### src/rtl/io_uart_tx.sv
// io_uart_tx: memory-mapped 8N1 UART transmitter with a byte FIFO,
// programmable baud divisor, sticky overflow flag and idle interrupt.
module io_uart_tx #(
    parameter logic [15:0] CLKS_PER_BIT = 16'd868,
    parameter int unsigned FIFO_DEPTH   = 8
) (
    input  logic        clk,
    input  logic        rst,
    input  logic [31:0] io_addr,
    input  logic [31:0] io_write_data,
    input  logic        io_write_en,
    output logic [31:0] io_read_data,
    output logic        tx,
    output logic        irq
);

    localparam int unsigned PTR_W = (FIFO_DEPTH > 1) ? $clog2(FIFO_DEPTH) : 1;
    localparam int unsigned CNT_W = $clog2(FIFO_DEPTH + 1);
    localparam logic [CNT_W-1:0] FULL_CNT = CNT_W'(FIFO_DEPTH);

    localparam logic [1:0] A_TXDATA  = 2'd0;
    localparam logic [1:0] A_STATUS  = 2'd1;
    localparam logic [1:0] A_DIVISOR = 2'd2;
    localparam logic [1:0] A_COUNT   = 2'd3;

    typedef enum logic [1:0] {
        S_IDLE,
        S_START,
        S_DATA,
        S_STOP
    } state_t;

    state_t             r_state;
    state_t             w_state_next;
    logic [7:0]         r_mem [FIFO_DEPTH];
    logic [PTR_W-1:0]   r_wr_ptr;
    logic [PTR_W-1:0]   r_rd_ptr;
    logic [CNT_W-1:0]   r_count;
    logic               r_overflow;
    logic [15:0]        r_divisor;
    logic [15:0]        r_frame_div;
    logic [15:0]        w_frame_div_next;
    logic [7:0]         r_shift;
    logic [7:0]         w_shift_next;
    logic [2:0]         r_bit_cnt;
    logic [2:0]         w_bit_cnt_next;
    logic [15:0]        r_baud_cnt;
    logic [15:0]        w_baud_cnt_next;
    logic               r_tx;
    logic               w_tx_next;

    logic               w_wr_txdata;
    logic               w_wr_status;
    logic               w_wr_divisor;
    logic               w_empty;
    logic               w_full;
    logic               w_busy;
    logic               w_push;
    logic               w_pop;
    logic               w_baud_done;
    logic               w_unused;

    assign w_wr_txdata  = io_write_en && (io_addr[3:2] == A_TXDATA);
    assign w_wr_status  = io_write_en && (io_addr[3:2] == A_STATUS);
    assign w_wr_divisor = io_write_en && (io_addr[3:2] == A_DIVISOR);

    assign w_empty     = (r_count == '0);
    assign w_full      = (r_count == FULL_CNT);
    assign w_busy      = (r_state != S_IDLE);
    // A full FIFO drops the byte even when the transmitter pops this cycle.
    assign w_push      = w_wr_txdata && !w_full;
    assign w_baud_done = (r_baud_cnt == (r_frame_div - 16'd1));

    assign tx  = r_tx;
    assign irq = w_empty && !w_busy;

    assign w_unused = ^{io_addr[31:4], io_addr[1:0], io_write_data[31:16]};

    // Register read mux; reads have no side effects.
    always_comb begin
        io_read_data = 32'h0;
        case (io_addr[3:2])
            A_TXDATA:  io_read_data = 32'h0;
            A_STATUS:  io_read_data = {28'h0, r_overflow, w_busy, w_full, w_empty};
            A_DIVISOR: io_read_data = {16'h0, r_divisor};
            A_COUNT:   io_read_data = 32'(r_count);
            default:   io_read_data = 32'h0;
        endcase
    end

    // FIFO storage; contents need no reset since occupancy gates every read.
    always_ff @(posedge clk) begin
        if (w_push) begin
            r_mem[r_wr_ptr] <= io_write_data[7:0];
        end
    end

    // FIFO pointers and occupancy; pointers wrap naturally at the power-of-two depth.
    always_ff @(posedge clk or posedge rst) begin
        if (rst) begin
            r_wr_ptr <= '0;
            r_rd_ptr <= '0;
            r_count  <= '0;
        end else begin
            if (w_push) begin
                r_wr_ptr <= r_wr_ptr + PTR_W'(1);
            end
            if (w_pop) begin
                r_rd_ptr <= r_rd_ptr + PTR_W'(1);
            end
            if (w_push && !w_pop) begin
                r_count <= r_count + CNT_W'(1);
            end else if (!w_push && w_pop) begin
                r_count <= r_count - CNT_W'(1);
            end
        end
    end

    // Control registers: sticky overflow and baud divisor (zero is stored as one).
    always_ff @(posedge clk or posedge rst) begin
        if (rst) begin
            r_overflow <= 1'b0;
            r_divisor  <= CLKS_PER_BIT;
        end else begin
            if (w_wr_txdata && w_full) begin
                r_overflow <= 1'b1;
            end else if (w_wr_status && io_write_data[3]) begin
                r_overflow <= 1'b0;
            end
            if (w_wr_divisor) begin
                r_divisor <= (io_write_data[15:0] == 16'h0) ? 16'd1 : io_write_data[15:0];
            end
        end
    end

    // Transmit FSM state and datapath registers.
    always_ff @(posedge clk or posedge rst) begin
        if (rst) begin
            r_state     <= S_IDLE;
            r_frame_div <= CLKS_PER_BIT;
            r_shift     <= 8'h0;
            r_bit_cnt   <= 3'd0;
            r_baud_cnt  <= 16'd0;
            r_tx        <= 1'b1;
        end else begin
            r_state     <= w_state_next;
            r_frame_div <= w_frame_div_next;
            r_shift     <= w_shift_next;
            r_bit_cnt   <= w_bit_cnt_next;
            r_baud_cnt  <= w_baud_cnt_next;
            r_tx        <= w_tx_next;
        end
    end

    // Next-state logic; tx is registered from the level of the state being entered.
    always_comb begin
        w_state_next     = r_state;
        w_frame_div_next = r_frame_div;
        w_shift_next     = r_shift;
        w_bit_cnt_next   = r_bit_cnt;
        w_baud_cnt_next  = r_baud_cnt;
        w_pop            = 1'b0;
        w_tx_next        = 1'b1;

        case (r_state)
            S_IDLE: begin
                if (!w_empty) begin
                    w_pop            = 1'b1;
                    w_shift_next     = r_mem[r_rd_ptr];
                    w_frame_div_next = r_divisor;
                    w_baud_cnt_next  = 16'd0;
                    w_bit_cnt_next   = 3'd0;
                    w_state_next     = S_START;
                end
            end
            S_START: begin
                if (w_baud_done) begin
                    w_baud_cnt_next = 16'd0;
                    w_state_next    = S_DATA;
                end else begin
                    w_baud_cnt_next = r_baud_cnt + 16'd1;
                end
            end
            S_DATA: begin
                if (w_baud_done) begin
                    w_baud_cnt_next = 16'd0;
                    w_shift_next    = {1'b0, r_shift[7:1]};
                    if (r_bit_cnt == 3'd7) begin
                        w_bit_cnt_next = 3'd0;
                        w_state_next   = S_STOP;
                    end else begin
                        w_bit_cnt_next = r_bit_cnt + 3'd1;
                    end
                end else begin
                    w_baud_cnt_next = r_baud_cnt + 16'd1;
                end
            end
            S_STOP: begin
                if (w_baud_done) begin
                    w_baud_cnt_next = 16'd0;
                    w_state_next    = S_IDLE;
                end else begin
                    w_baud_cnt_next = r_baud_cnt + 16'd1;
                end
            end
            default: begin
                w_state_next = S_IDLE;
            end
        endcase

        case (w_state_next)
            S_START: w_tx_next = 1'b0;
            S_DATA:  w_tx_next = w_shift_next[0];
            default: w_tx_next = 1'b1;
        endcase
    end

endmodule
### config.mk
export PLATFORM = sky130hd
export DESIGN_NAME = io_uart_tx
export DESIGN_NICKNAME = d
export VERILOG_FILES = /design/src/rtl/io_uart_tx.sv
export SDC_FILE = /design/constraint.sdc
export NUM_CORES = 1
export LEC_CHECK = 0
export BUFFER_PORTS_ARGS = -buffer_cell sky130_fd_sc_hd__buf_2
export CAP_MARGIN = 20
export CORE_UTILIZATION = 50
export DETAILED_ROUTE_END_ITERATION = 10
export GPL_TIMING_DRIVEN = 0
export PLACE_DENSITY = 0.72
export SLEW_MARGIN = 30
export SYNTH_ARGS = -nofsm -noshare
export SYNTH_HDL_FRONTEND = slang
export SYNTH_SLANG_ARGS = --single-unit
### constraint.sdc
create_clock -name clk -period 7.25 [get_ports clk]
set_input_delay 0.725 -clock clk [delete_from_list [all_inputs] [get_ports clk]]
set_output_delay 0.725 -clock clk [all_outputs]
set_load 0.005 [all_outputs]
==> results of run 1 <==
power by group:
group	internal, mW	switching, mW	total, mW
registers	0.896	0.0947	0.990
clock network	0.480	0.355	0.835
logic	0.150	0.156	0.306
state kept, by name (all words and copies together), names as in the netlist:
register / cells
r_state: 2
r_frame_div: 16
r_count: 4
r_bit_cnt: 3
r_baud_cnt: 16
tx: 1
r_shift: 8
r_mem: 64
r_rd_ptr: 3
r_overflow: 1
r_divisor: 16
r_wr_ptr: 3
layout by cell type (no fill, tap or decap), drive strengths merged, types with 11 or more instances in the layout:
| cell | instances |
|---|---|
| o21ai | 17 |
| xor2 | 11 |
| edfxtp | 64 |
| mux4 | 16 |
| inv | 19 |
| xnor2 | 17 |
| dfrtp | 62 |
| a22o | 12 |
| nor3 | 13 |
| dfstp | 11 |
| nand2 | 79 |
| nor2 | 29 |
| conb | 16 |
| mux2 | 16 |
| and2 | 14 |
| buf | 61 |
| clkbuf | 35 |
final cells by class:
type | count | area [um2] | share of cell area, %
Timing Repair Buffer | 38 | 205 | 2.66
Inverter | 13 | 51.3 | 0.665
Multi-Input combinational cell | 372 | 2680 | 34.7
Clock inverter | 14 | 138 | 1.78
Buffer | 40 | 238 | 3.08
Clock buffer | 18 | 429 | 5.56
Tap cell | 172 | 215 | 2.79
Sequential cell | 137 | 3760 | 48.8
final timing paths:
path                             endpoint    startpoint  slack, ns
setup / recovery               r_count[3]    r_count[0]       3.55
hold / removal                 r_count[3]           rst       0.32
setup reg to reg               r_count[3]    r_count[0]       3.55
hold reg to reg            r_frame_div[8]  r_divisor[8]       0.47
max in group asynchronous  r_frame_div[5]           rst       6.29
min in group clk           r_frame_div[8]  r_divisor[8]       0.47
per-layer routing:
layer  GRT usage, %  wire [um]
met2           35.5       6920
met4           6.82        151
met3           5.50        671
met1           29.7       6610
met5              0          0
stage by stage:
step                utilization (%)  instances  hold slack (ns)  setup slack [ns]
finish                         60.4        804            0.322              3.55
global route                   60.4        804            0.349              3.28
CTS                            60.4        804            0.327              3.55
detailed placement             56.0        772            0.454              3.59
global placement               55.7        771            0.455              3.25
floorplan                         -        562            0.437              4.37
kinds of logic (layout without fill, tap and decap cells):
group / Yosys count / in the layout / share of synthesized area, %
buffers and inverters: 53 / 123 / 4.31
multiplexers: 41 / 41 / 9.48
adder cells (fa/ha/maj): 10 / 10 / 1.99
other: 1 / 16 / 0.0563
flip-flops: 137 / 137 / 56.5
XOR/XNOR: 28 / 28 / 3.68
AND/OR/NAND/NOR: 195 / 195 / 14.8
AO/OA/AOI/OAI: 82 / 82 / 9.17
worst max-delay path, delay by kind of cell, from the launching register on:
kind / cells / cell delay (ns)
XOR/XNOR: 2 / 0.28
AND/OR/NAND/NOR: 3 / 1.11
adder cells (fa/ha/maj): 2 / 0.59
AO/OA/AOI/OAI: 2 / 0.33
flip-flops: 1 / 0.48
buffers and inverters: 3 / 0.79
==> run metrics, run 1 <==
RSZ-0062 raised after global routing false; clk buf depth 2; Power, Total ~2.1 mW; root buffer cell clkbuf_16; largest net degree at the start of global routing 42; gate count of the mapped netlist 547; CORE AREA ~0.013 mm2; Yosys top cell by area edfxtp_1; top cells by area, synth edfxtp_1 29%, dfrtp_1 23%, mux4_2 5.4%; CTS buffer count 17; crit end category flop; DR WL/cell 17.8 um; max_slew headroom between 40% and 50%; Pwr Density between 200 and 300 mW/mm2; layout net count a little under 700; total grt overflow 0; cts hold-fix bufs 0; initial antenna violation count 0; max-slew violations 0; final hold vios 0; post-CTS setup buffer count 0; Placement Cell Area 0.00715 mm2; vias in the first global route around 4,500; status completed; Antenna Violating Nets Remaining 0; Crit path largest cell delay roughly 0.74 ns; Peak supply drop 0.289 mV; GP Congestion just under 0.8; HP Class input port to asynchronous set/reset pin; CP Class flop to flop; max cap viols 0; die area 0.0138 mm2; yosys warns 0; layout cell share with drive strength beyond 1 around 22%; Worst Reg-to-Reg Cells 12; CP Launch Type flop; Final Skew between 0.006 and 0.007 ns; post-cts gate resize count 0; Post-synth EDFFs between 60 and 70; Total GRT Usage between 20% and 30%; setup_tns 0 ns; Seq/Total Area, Yosys a little under three fifths; Die W ~120 um; design area about 0.0077 mm2; arrival time at the worst endpoint ~4.0 ns; number of antenna diodes 0; DR pass1 iterations 5; Syn Std Cell Area approximately 0.0067 mm2; CTS tree built; Slowest-stage cell, CP nor4_2; Initial Util between 50% and 60%; Commonest cells post-synth 79 x nand2_1, 64 x edfxtp_1, 62 x dfrtp_1, 29 x nor2_1; # setup viols final 0; Leak about 3.1 nW; # port buffers 37; Post-Syn Area per Cell ~12 um2; Sink Count roughly 140; Vias/cell 5.67; Distinct cells, synth 60; ys flop type edfxtp_1; most common cell in the netlist nand2_1; initial detailed-routing violation count about 310; worst skew pair latency 0.42 ns; WP data required 7.55 ns; asr flop ratio synth about 53%; FF+latch count, synth ~140; Post-Route WL 14.4 mm; crit-path max FO 10; die height around 120 um; crit share post-route between 50% and 60%; routed vias 4,555; first-pass GRT wire length roughly 23 mm; Site Rows 41; Synth top area share between 20% and 30%; drt drc 0; Fillers a little over 1,000; Max Clk Rate 0.270 GHz; I/O pin count between 100 and 150; CTS clk-pin slew, worst paths 0.06 ns; Post-DP HPWL just over 10 mm; min cycle time layout approximately 3.7 ns; worst-margin pin slew just under 0.9 ns; htree depth 4; area grow syn2layout 16.0%; CP cell instances nor4_2 > nor3_1 > inv_1 > clkbuf_1 > ha_1 > inv_1 > ha_1 > a21o_1 > a21oi_1 > xnor2_1 > nor2_1 > xor2_1
Note: power is estimated with default switching activity, not from simulation.
==> run 2, diff against run 1 <==
Settings changed: PLACE_DENSITY 0.72 to 0.75.
Clock period 7.25 ns to 3.3 ns, I/O delays scaled along.
==> run 2 against run 1 <==
Via count is 1.1% higher. Combinational power increased by 120%. Sequential share of layout area decreased by 0.69 points. Hold slack got worse by 0.18 ns. Clock power increased to 2.5 times the previous value. Critical endpoint unchanged.
==> run metrics, run 2 (synthesis gave the netlist of run 1 again) <==
worst skew pair latency 0.43 ns (was 0.42 ns); hold path depth 2; Sink Count 137 (unchanged); leading cell types in the layout, fill and taps excluded 79 x nand2_1, 64 x edfxtp_1, 62 x dfrtp_1, 38 x buf_2, 29 x nor2_1 (unchanged); crit-path max FO 15 (was 10); max cap viols 0 (unchanged); Post-Route WL 14.9 mm (was 14.4 mm); DR WL/cell 18.6 um (was 17.8 um); Total GRT Usage 23.2% (was 22.1%); htree depth 4 (unchanged); crit end category flop (unchanged); max_slew headroom 39.9% (was 40.9%); Largest register FFs 64 (unchanged); vias in the first global route 4,594 (was 4,489); worst-margin pin slew 0.902 ns (was 0.884 ns); WHS Endpoint r_divisor[14]; Final Skew 0.0104 ns (was 0.00672 ns); clk buf depth 2 (unchanged); total grt overflow 0 (unchanged); status completed (unchanged); worst hold start io_write_data[14]; HP Class input port to flop (was input port to asynchronous set/reset pin); RSZ-0062 raised after global routing false (unchanged); Placement Cell Area 0.00715 mm2 (unchanged); layout net count 696 (unchanged); CORE AREA 0.0128 mm2 (unchanged); final hold vios 0 (unchanged); max-slew violations 0 (unchanged); Worst Reg-to-Reg Cells 11 (was 12); # port buffers 37 (unchanged); Peak supply drop 0.494 mV (was 0.289 mV); Power, Total 4.99 mW (was 2.13 mW); Leak 3.19 nW (was 3.14 nW); number of antenna diodes 0 (unchanged); routed vias 4,605 (was 4,555); Vias/cell 5.73 (was 5.67); root buffer cell clkbuf_16 (unchanged); GP Congestion 0.826 (was 0.788); Max Clk Rate 0.318 GHz (was 0.270 GHz); WP data required 3.61 ns (was 7.55 ns); Antenna Violating Nets Remaining 0 (unchanged); CP Launch Type flop (unchanged); Post-DP HPWL 10.0 mm (was 10.1 mm); Site Rows 41 (unchanged); arrival time at the worst endpoint 3.45 ns (was 4.00 ns); area grow syn2layout 17.6% (was 16.0%); # setup viols final 0 (unchanged); die height 117 um (unchanged); DR pass1 iterations 6 (was 5); die area 0.0138 mm2 (unchanged); RR Endpoint r_count[3] (unchanged); CTS tree built (unchanged); crit share post-route 95.3% (was 51.0%); Largest Register r_mem (unchanged); CTS buffer count 17 (unchanged); Reg-to-Reg Start r_count[0] (unchanged); design area 0.00783 mm2 (was 0.00772 mm2); Die W 117 um (unchanged); first-pass GRT wire length 24.3 mm (was 23.5 mm); drt drc 0 (unchanged); Pwr Density 637 mW/mm2 (was 276 mW/mm2); largest net degree at the start of global routing 41 (was 42); initial antenna violation count 0 (unchanged); I/O pin count 101 (unchanged); CTS clk-pin slew, worst paths 0.06 ns (about the same); CP Class flop to flop (unchanged); initial detailed-routing violation count 355 (was 306); min cycle time layout 3.15 ns (was 3.70 ns); commonest non-fill, non-tap cell in the layout nand2_1 (unchanged); R2R Setup Slk 0.15 ns (was 3.55 ns); layout cell share with drive strength beyond 1 22.8% (was 22.2%); Initial Util 52.1% (unchanged)
## run 2: cell type report
| type | count | area [um2] |
|---|---|---|
| fill | 967 | 4940 |
| sequential | 137 | 3760 |
| clock inverter | 15 | 228 |
| buffer | 39 | 234 |
| tap | 172 | 215 |
| timing repair buffer | 39 | 215 |
| clock buffer | 17 | 425 |
| inverter | 13 | 51.3 |
| multi-input combinational | 372 | 2700 |
## run 2: what timing repair did
item                                    4_1_cts  5_1_grt
gates resized for setup                       1        1
endpoints found under the setup margin        2       17
setup buffers                                 0        0
pin swaps                                     0        1
hold endpoints to repair                     29        0
hold buffers                                  1        0
## run 2: power by group
group	internal [mW]	switching (mW)	total [mW]	leakage (nW)
combinational	0.336	0.351	0.687	1.40
sequential	1.97	0.220	2.19	1.47
clock	1.30	0.814	2.11	0.317
## run 2: metrics by stage
step	utilization (%)	setup TNS (ns)	std cells	setup slack (ns)	hold WS, ns
finish	61.3	0	804	0.155	0.140
detailed placement	56.0	-0.316	772	-0.298	0.397
global placement	55.7	-1.28	771	-0.626	0.456
global route	61.3	0	804	0.00445	0.153
CTS	61.2	0	804	0.0410	0.132
floorplan	-	0	562	0.425	0.429
## run 2: critical path, cell delays in order (launching register included)
cell	delay (ns)
dfrtp_1	0.50
nor4_4	0.57
nor3_2	0.17
inv_1	0.43
ha_1	0.29
inv_1	0.10
ha_1	0.29
a21o_1	0.18
a21oi_1	0.16
xnor2_1	0.14
nor2_1	0.06
xor2_1	0.14
## run 2: worst max-delay path by stage
stage	from	endpoint	slack (ns)	depth (start not counted)
global route	r_frame_div[0]	tx	0.004	10
detailed placement	r_count[0]	r_count[3]	-0.30	12
finish	r_count[0]	r_count[3]	0.15	11
floorplan	r_count[0]	r_count[3]	0.42	12
global placement	r_count[0]	r_count[3]	-0.63	12
CTS	r_count[0]	r_count[3]	0.04	11
## run 2: metal layers
| metal | GRT usage [%] | share of wire, % |
|---|---|---|
| met2 | 37.7 | 50 |
| met5 | 0 | 0 |
| met1 | 29.6 | 42 |
| met3 | 6.71 | 6.5 |
| met4 | 8.04 | 1.4 |
==> run 3, diff against run 2 <==
==> constraint.sdc (replaced) <==
create_clock -name clk -period 3.3 [get_ports clk]
set_input_delay 0 -clock clk [delete_from_list [all_inputs] [get_ports clk]]
set_output_delay 0 -clock clk [all_outputs]
set_load 0.005 [all_outputs]
==> run 3 against run 2 <==
Critical path depth stayed put. Sequential power hardly changed. Count of clock-buffer cells in the layout stayed put. Total power is 0.46% higher. Final cell count is 2.4% higher. Die area stayed put. Clock power hardly changed. Combinational power is 3% higher.
==> run metrics, run 3 (synthesis gave the netlist of run 1 again) <==
Final Skew 0.0104 ns (about the same); clock share of power 42.2% (was 42.4%); max-slew violations 0 (unchanged); WP data required 3.61 ns (about the same); layout net count 715 (was 696); Gate power share 14.1% (was 13.8%); die area 0.0138 mm2 (unchanged); # setup viols final 0 (unchanged); setup_tns 0 ns (unchanged); max cap viols 0 (unchanged); Worst Reg-to-Reg Cells 11 (unchanged); DR pass1 iterations 5 (was 6); Net Sw Frac 27.8% (about the same); Leak 3.27 nW (was 3.19 nW); Site Rows 41 (unchanged); crit share post-route 94.1% (was 95.3%); Post-Route WL 15.0 mm (was 14.9 mm); largest net degree at the start of global routing 41 (unchanged); Antenna Violating Nets Remaining 0 (unchanged); crit end category flop (unchanged); GP Congestion 0.826 (unchanged); R2R Setup Slk 0.20 ns (was 0.15 ns); CORE AREA 0.0128 mm2 (unchanged); fin util 62.8% (was 61.3%); Sink Count 137 (unchanged); crit-path max FO 15 (unchanged); Placement Cell Area 0.00715 mm2 (unchanged); Die W 117 um (unchanged); sequential share of power 43.6% (was 43.9%); DR WL/cell 18.3 um (was 18.6 um); Total GRT Usage 23.4% (was 23.2%); CP Class flop to flop (unchanged); Hold Slack 0.0236 ns (was 0.140 ns); worst-margin pin slew 0.887 ns (was 0.902 ns); Largest Register r_mem (unchanged); routed vias 4,692 (was 4,605); first-pass GRT wire length 24.6 mm (was 24.3 mm); RR Endpoint r_count[3] (unchanged); HP Class input port to flop (unchanged); total grt overflow 0 (unchanged); CTS buffer count 17 (unchanged); WHS Endpoint r_overflow (was r_divisor[14]); number of antenna diodes 0 (unchanged); hold path depth 5 (was 2); Psw 1.39 mW (was 1.38 mW); layout cell share with drive strength beyond 1 22.1% (was 22.8%); arrival time at the worst endpoint 3.42 ns (was 3.45 ns); drt drc 0 (unchanged); status completed (unchanged); leading cell types in the layout, fill and taps excluded 79 x nand2_1, 64 x edfxtp_1, 62 x dfrtp_1, 38 x buf_2, 29 x nor2_1 (unchanged); root buffer cell clkbuf_16 (unchanged); htree depth 4 (unchanged); CTS clk-pin slew, worst paths 0.07 ns (was 0.06 ns); worst hold start io_addr[3] (was io_write_data[14]); final hold vios 0 (unchanged); Post-Place Cells 772 (unchanged); Int Pwr 3.62 mW (was 3.60 mW); CP Launch Type flop (unchanged); vias in the first global route 4,669 (was 4,594); worst skew pair latency 0.43 ns (about the same); max_slew headroom 40.9% (was 39.9%); # port buffers 37 (unchanged); min cycle time layout 3.10 ns (was 3.15 ns); commonest non-fill, non-tap cell in the layout nand2_1 (unchanged); Vias/cell 5.70 (was 5.73); RSZ-0062 raised after global routing false (unchanged); die height 117 um (unchanged); clk buf depth 2 (unchanged); Largest register FFs 64 (unchanged); Worst Setup SP r_count[0] (unchanged); Post-DP HPWL 10.0 mm (unchanged); I/O pin count 101 (unchanged); design area 0.00802 mm2 (was 0.00783 mm2); Initial Util 52.1% (unchanged); initial detailed-routing violation count 341 (was 355); area grow syn2layout 20.5% (was 17.6%); CTS tree built (unchanged); Peak supply drop 0.505 mV (was 0.494 mV); Max Clk Rate 0.322 GHz (was 0.318 GHz); Pwr Density 625 mW/mm2 (was 637 mW/mm2); non-filler cells, final 823 (was 804); post-CTS setup buffer count 0 (unchanged); Reg-to-Reg Start r_count[0] (unchanged); initial antenna violation count 0 (unchanged)
==> run 3: critical path, cell delays in order, from the launching register on <==
cell	delay [ns]
dfrtp_1	0.49
nor4_4	0.54
nor3_2	0.17
inv_1	0.43
ha_1	0.29
inv_1	0.10
ha_1	0.29
a21o_1	0.18
a21oi_1	0.16
xnor2_1	0.14
nor2_1	0.06
xor2_1	0.14
==> run 3: power by group through the flow <==
stage               Combinational [mW]  Sequential (mW)  Clock (mW)
finish                           0.707             2.19        2.12
global route                     0.787             2.21        2.21
CTS                              0.709             2.18        2.13
detailed placement               0.675             2.20           0
global placement                 0.634             2.18           0
floorplan                        0.509             2.13           0
==> run 3: timing repair <==
action                     4_1_cts  5_1_grt
setup endpoints to repair        2       17
hold buffers                    20        0
hold endpoints to repair       114        0
cloned                           0        0
pin swaps                        0        1
gates resized for setup          1        1
==> run 3: how the worst max path moves through the flow <==
stage                            end  slack [ns]  depth (start not counted)
after detailed placement  r_count[3]       -0.30                         12
after global routing              tx       0.004                         10
final                     r_count[3]        0.20                         11
after floorplan           r_count[3]        0.42                         12
after CTS                 r_count[3]        0.04                         11
after global placement    r_count[3]       -0.63                         12
==> run 3: routing by layer <==
layer | global-route usage (%) | vias to the layer above | routed length [um]
met5 | 0 | - | 0
met4 | 8.28 | 0 | 236
met3 | 6.27 | 27 | 881
met2 | 38.4 | 173 | 7530
met1 | 30.0 | 2318 | 6390
li1 | - | 2174 | -
==> run 3: layout make-up <==
cell class	count	area (um2)
well taps	172	215
multi-input cells	372	2700
repair buffers	58	405
clock buffers	17	425
clock inverters	15	228
flip-flops and latches	137	3760
fillers	944	4750
plain buffers	39	234
inverters	13	51.3
==> run 3: per-stage QoR <==
step	setup WS (ns)	total power [mW]
6_report	0.196	5.01
5_1_grt	0.00445	5.21
4_1_cts	0.0410	5.02
3_5_place_dp	-0.298	2.88
3_3_place_gp	-0.626	2.81
2_1_floorplan	0.425	2.64
